File: src/rtl/rx_block_assembler.sv
// rtl/rx_block_assembler.sv - gathers UART bytes into BYTES-wide blocks behind a double-buffered output register
module rx_block_assembler #(
    parameter int BYTES     = 16,
    parameter bit MSB_FIRST = 1'b1,
    parameter int TIMEOUT   = 0
) (
    input  logic                       clk,
    input  logic                       reset,
    input  logic [7:0]                 d_in,
    input  logic                       rx_done,
    output logic [8*BYTES-1:0]         d_out,
    output logic                       out_valid,
    input  logic                       out_ready,
    output logic [$clog2(BYTES):0]     byte_count,
    output logic                       overflow,
    output logic                       timeout
);

    localparam int CW = $clog2(BYTES) + 1;
    localparam int TW = (TIMEOUT > 1) ? $clog2(TIMEOUT) : 1;
    localparam logic [CW-1:0] LAST_BYTE = CW'(BYTES - 1);
    localparam logic [CW-1:0] FULL_COUNT = CW'(BYTES);
    localparam logic [TW-1:0] IDLE_LAST = TW'((TIMEOUT > 0) ? TIMEOUT - 1 : 0);

    typedef enum logic [1:0] {
        S_IDLE = 2'd0,
        S_FILL = 2'd1,
        S_FULL = 2'd2
    } state_t;

    state_t             state;
    logic [8*BYTES-1:0] asm_q;
    logic [8*BYTES-1:0] asm_wr;
    logic [TW-1:0]      idle_cnt;
    logic               out_free;
    int                 idx;
    int                 slot;

    assign out_free = !out_valid || out_ready;

    // Assembly register with the incoming byte merged in; a fresh block starts from all zeros.
    always_comb begin
        idx    = (byte_count < FULL_COUNT) ? int'(byte_count) : 0;
        slot   = MSB_FIRST ? (BYTES - 1 - idx) : idx;
        asm_wr = (state == S_IDLE) ? '0 : asm_q;
        asm_wr[8*slot +: 8] = d_in;
    end

    always_ff @(posedge clk) begin
        if (!reset) begin
            state      <= S_IDLE;
            asm_q      <= '0;
            idle_cnt   <= '0;
            d_out      <= '0;
            out_valid  <= 1'b0;
            byte_count <= '0;
            overflow   <= 1'b0;
            timeout    <= 1'b0;
        end else begin
            overflow <= 1'b0;
            timeout  <= 1'b0;
            // A pending load below overrides this clear on the same edge.
            if (out_valid && out_ready) begin
                out_valid <= 1'b0;
            end
            case (state)
                S_IDLE, S_FILL: begin
                    if (rx_done) begin
                        asm_q    <= asm_wr;
                        idle_cnt <= '0;
                        if (byte_count == LAST_BYTE) begin
                            if (out_free) begin
                                d_out      <= asm_wr;
                                out_valid  <= 1'b1;
                                byte_count <= '0;
                                state      <= S_IDLE;
                            end else begin
                                byte_count <= FULL_COUNT;
                                state      <= S_FULL;
                            end
                        end else begin
                            byte_count <= byte_count + 1'b1;
                            state      <= S_FILL;
                        end
                    end else if (state == S_FILL && TIMEOUT > 0) begin
                        if (idle_cnt == IDLE_LAST) begin
                            timeout    <= 1'b1;
                            idle_cnt   <= '0;
                            byte_count <= '0;
                            state      <= S_IDLE;
                        end else begin
                            idle_cnt <= idle_cnt + 1'b1;
                        end
                    end
                end
                S_FULL: begin
                    if (rx_done) begin
                        overflow <= 1'b1;
                    end
                    if (out_free) begin
                        d_out      <= asm_q;
                        out_valid  <= 1'b1;
                        byte_count <= '0;
                        state      <= S_IDLE;
                    end
                end
                default: begin
                    state      <= S_IDLE;
                    byte_count <= '0;
                end
            endcase
        end
    end

endmodule

File: config.mk
export PLATFORM = sky130hd
export DESIGN_NAME = rx_block_assembler
export DESIGN_NICKNAME = d
export VERILOG_FILES = /design/src/rtl/rx_block_assembler.sv
export SDC_FILE = /design/constraint.sdc
export NUM_CORES = 1
export LEC_CHECK = 0
export ABC_AREA = 1
export BUFFER_PORTS_ARGS = -buffer_cell sky130_fd_sc_hd__buf_2
export CORE_MARGIN = 2
export CORE_UTILIZATION = 28
export DETAILED_ROUTE_END_ITERATION = 16
export GPL_TIMING_DRIVEN = 1
export PLACE_DENSITY_LB_ADDON = 0.05
export SLEW_MARGIN = 30
export SYNTH_ARGS = -nofsm -noshare
export SYNTH_HDL_FRONTEND = slang
export SYNTH_SLANG_ARGS = --single-unit
export TNS_END_PERCENT = 10
File: constraint.sdc
create_clock -name clk -period 2.5 [get_ports clk]
set_input_delay 0.5 -clock clk [delete_from_list [all_inputs] [get_ports clk]]
set_output_delay 0.5 -clock clk [all_outputs]
set_load 0.03 [all_outputs]
======== Word level (Yosys, flattened, before mapping) ========
Cells that the tools add are included.
storage, ports and cells
  register bits after elaboration ......... 265
  bits of input ports ..................... 12
  output and inout port bits .............. 136
  logic and storage cells ................. 53
cells by class
  $add $sub $neg .......................... 3
  $lt $le $gt $ge ......................... 1
  equality and inequality tests ........... 7
  shifts and indexed selects .............. 2
  multiplexer cells ....................... 24
  reduce and logical (&&, ||, !) cells .... 10
operators by type and width
  kind                                                     count
  2-to-1 mux 128 bit                                       5
  one-hot mux 128 bit (2 select lines)                     1
  bitwise mux 128 bit                                      1
  variable shift 8 x 33 -> 128 bit (first input constant)  1
  indexed part select 8 x 33 -> 128 bit                    1
  negation 9 -> 33 bit                                     1
  2-to-1 mux 5 bit                                         5
  one-hot mux 5 bit (2 select lines)                       1
  2-to-1 mux 2 bit                                         4
  != test 2 bit (second input constant)                    4
  AND reduction 2 bit                                      3
  subtractor 4 x 5 -> 6 bit (first input constant)         1
  adder 5 x 1 -> 5 bit (second input constant)             1
  == test 5 x 4 -> 1 bit (second input constant)           1
  less-than comparator 5 bit (second input constant)       1
  2-to-1 mux 1 bit                                         5
  AND reduction 5 bit                                      1
  one-hot mux 2 bit (2 select lines)                       1
  == test 2 x 1 -> 1 bit (second input constant)           1
  == test 2 bit (second input constant)                    1
  logical NOT 2 bit                                        1
  one-hot mux 1 bit (2 select lines)                       1
  nonzero test 2 bit                                       1
  OR reduction 2 bit                                       1
  other kinds (3)                                          3

======== Longest topological paths before layout ========
  depth in word-level cells ............... 10
  mapped depth ............................ 15
  gate-level depth less buffers ........... 13

======== Worst setup path before layout ========
No wires, ideal clock.
  path kind ............................... register to register
  start ................................... register byte_count[4]
  end ..................................... register asm_q[7]
  setup time .............................. 115 ps
  data arrival time ....................... 2372 ps
  required time ........................... 2385 ps
  slack ................................... 12 ps
  stages on the path, launching flop included .. 16
  buffers on the path ..................... 3
  clock period less this slack ............ 2488 ps
  cells stage by stage .................... dfxtp_1 -> inv_2 -> nand2_1 -> buf_6 -> inv_2 -> ha_1 -> clkbuf_2 -> inv_1 -> nand3_1 -> nor2_1 -> nand2_1 -> buf_2 -> nand3_1 -> o21ai_0 -> o21ai_0 -> inv_1
between the ends
  word-level cells in the longest chain between the ends .. 6
  elaborated cells between the ends (all ways) .. 7
  those cells by class .................... add/sub (2); order compare (1); shift (2); mux (2)
ends and longest elaborated chain
  element                                                                                           RTL line  text
  start: declaration                                                                                14        output logic [$clog2(BYTES):0] byte_count,
  start signal: assignment                                                                          82        byte_count <= byte_count + 1'b1;
  less-than comparator 5 bit                                                                        43        idx = (byte_count < FULL_COUNT) ? int'(byte_count) : 0;
  2-to-1 mux 5 bit (*)                                                                              43
  subtractor 4 x 5 -> 6 bit (*)                                                                     44        slot = MSB_FIRST ? (BYTES - 1 - idx) : idx;
  negation 9 -> 33 bit (*)                                                                          46        asm_wr[8*slot +: 8] = d_in;
  indexed part select 8 x 33 -> 128 bit / variable shift 8 x 33 -> 128 bit (equally long branches)  46
  bitwise mux 128 bit (*)                                                                           46
  end signal: assignment                                                                            69        asm_q <= asm_wr;
  end: declaration                                                                                  32        logic [8*BYTES-1:0] asm_q;
Mark *: on every way between the ends. The rest lies on a longest branch, timed or not.
A chain may end at the register's enable or synchronous reset.

======== Final worst setup path ========
  start ................................... register byte_count[4]
  end ..................................... register asm_q[50]
The elaborated chain is that of the path after synthesis.

==> metrics.yaml <==
grt_setup_unrepaired: "yes"
pin_count: 148
synth_common_cells: "nand2_1 (398), a21oi_1 (376), o21ai_0 (308), inv_1 (291), dfxtp_1 (265)"
hpwlAfterDp_mm: 33.49
numPortBuffers: 146
slew_viol_final: 0
post_layout_nonfiller_instances: 2837
synth_nets: 2107
grt_overflow: 0
period_minus_slack_ns: 2.339
multi_input_area_sq_um: 6376
ys_ff_latch: 265
syn_area_sq_um: 13390
root_buffer: "clkbuf_16"
area_growth_syn_to_layout_pct: 21.08
async_reset_ff_share_pct: 0
antenna_found_initial: 1
cts_htree_levels: 2
area.sequential_sq_um: 5305
vias: 13600
numClockSinks: 265
crit_fanout: 15
via_per_inst: 4.794
synth_top_area_share_pct: 39.62
yosys_warnings: 0
synth_edf_count: 0
synth.avg_cell_area_sq_um: 6.411
final_util_pct: 34.17
synth_top_area_cell: "dfxtp_1"
cp-end-kind: "flop"
grt_max_degree: 137
synthTopCellsByArea: "dfxtp_1 (40%), a21oi_1 (14%), o21ai_0 (12%), nand2_1 (11%), inv_1 (8.2%)"
die_width_um: 222.7
ys_types: 28
drv_cap: 0
grt_pass1_vias: 12460
wl_per_cell_um: 18.71
drt_pre_antenna_iters: 5
cp-start-kind: "flop"
status: "finished, final reports clean"
hold_viol: 0
arrival_ns: 2.77
hold-worst-slack_ns: 0.3306
grt_pass1_wl_mm: 79.74
placed_cells: 2776
n_fill_cell: 5217
layout.nets: 2217
grt_usage_pct: 20.99
min_path_type: "in -> reg"
final-setup-viol-count: 0
routed_wl_mm: 53.09
clk_pin_slew_worst_paths_ns: 0.06
ant_nets: 0
finalCritPeriodShare_pct: 93.54
max_freq_mhz: 427.6
power.density_nw_per_um2: 648.9
p_leak_nw: 7.898
critPathKind: "reg -> reg"
cts_buffer_depth: 3
start_util_pct: 28.23
antenna_cells: 0
gp_congestion: 0.8483
die_y_um: 222.7
critPathRequiredTime_ns: 2.93
worst_pin_slew_ns: 0.8711
cts_tree: "yes"
skew_ns: 0.009244
synth_most_common_cell: "nand2_1"
dieArea_sq_um: 49590
ys_seq_area_share_pct: 39.62
worst_slew_margin_rel_pct: 41.93
cts_buffers: 35
drc_errors: 0
core_sq_um: 47450
clk_latency_ns: 0.54
rows: 80
drtIter0Drc: 970
synth_flop_cell: "dfxtp_1"
drive_gt1_share_pct: 13.50
peakVddDrop_uv: 331.9
syn_inst: 2089
[stage by stage]
stage	total power, mW	worst slack [ns]	area [sq um]	TNS (ns)
CTS	10.69	0.01186	16180	0
finish	10.52	0.1614	16210	0
global route	10.98	-0.09425	16210	-1.596
global placement	5.472	-0.2310	15020	-0.8358
detailed placement	5.480	-0.1785	15020	-0.6071
floorplan	5.074	0.01203	13390	0
[logic make-up after synthesis]
kind of cell | Yosys count | synth area share [%]
buffers and inverters | 446 | 13.14
and+or+nand+nor | 662 | 19.99
AOI/OAI and AO/OA | 709 | 26.67
adders and majority gates | 6 | 0.5606
DFF | 265 | 39.62
other | 1 | 0.02800
[registers in the layout (all words and copies together) (netlist names)]
signal,flops
state,2
out_valid,1
byte_count,5
asm_q,128
d_out,128
overflow,1
[final cells by class]
cell class | instances | share of cell area [%]
tap | 615 | 4.746
clock buffer | 53 | 6.575
timing repair buffer | 218 | 9.090
inverter | 301 | 7.007
multi-input combinational | 1378 | 39.32
clock inverter | 7 | 0.5402
sequential | 265 | 32.72
[path summary, 6_finish.rpt]
check	from	to	slack, ns	cells past startpoint
setup / recovery	byte_count[4]$_SDFFE_PN0P_	asm_q[50]$_SDFFE_PN0P_	0.16	12
hold / removal	out_ready	state[1]$_SDFFE_PN0P_	0.33	4
setup reg to reg	byte_count[4]$_SDFFE_PN0P_	asm_q[50]$_SDFFE_PN0P_	0.16	12
hold reg to reg	d_out[43]$_SDFFE_PN0P_	d_out[43]$_SDFFE_PN0P_	0.52	2
[placed cells by master, fill, tap and decap left out]
master,netlist,final
a211oi_1,1,1
nor3_4,0,1
nand4_1,2,2
o21ai_1,15,15
buf_2,20,145
nor3_1,9,6
nand3_2,2,1
nor2_4,2,4
nor2_1,174,173
clkinv_2,0,5
inv_4,0,2
clkinvlp_4,0,1
nand2_4,1,2
o21ai_0,308,308
nand2_1,398,397
ha_1,6,6
conb_1,1,1
a21oi_1,376,376
inv_2,8,6
nand3_1,63,63
clkbuf_1,103,8
nor2_2,8,7
nand3_4,3,4
buf_4,5,57
inv_1,291,291
clkinv_1,2,1
o21bai_1,8,8
bufinv_16,0,2
clkbuf_8,0,8
a31oi_1,1,1
dfxtp_1,265,265
clkbuf_16,0,37
buf_12,0,16
nor3_2,0,2
[metal layers]
layer  part of all wire, %  routed length, um  GRT usage, %  vias up
li1                      -                  -             -     6922
met1                    52              27360         31.55     6310
met2                    41              21920         30.37      291
met3                   4.1               2186         3.121       75
met4                   3.0               1600         6.798        2
met5                 0.024                 13             0        -
[where the power goes]
part	total (mW)	internal (mW)	leakage, nW	switching, mW
clock	5.13	3.14	0.567	1.99
sequential	4.40	4.34	2.16	0.0614
combinational	0.990	0.303	5.17	0.687
total	10.5	7.78	7.90	2.74
[worst max-delay path, stage by stage, from the launching register on]
cell and delay, ns:
dfxtp_1 0.40, inv_2 0.08, nand2_1 0.09, inv_2 0.04
ha_1 0.29, buf_4 0.23, nand2_1 0.14, inv_1 0.12
nand3_1 0.36, nand2_1 0.17, nand2_1 0.08, o21ai_0 0.15
inv_1 0.05
[what timing repair did]
item                       4_1_cts  5_1_grt
hold buffers                     0        0
pin swaps                        0        2
resized for setup                2        3
buffers inserted                 0        1
setup endpoints to repair        8       94
Power figures use the tool's default switching activity.
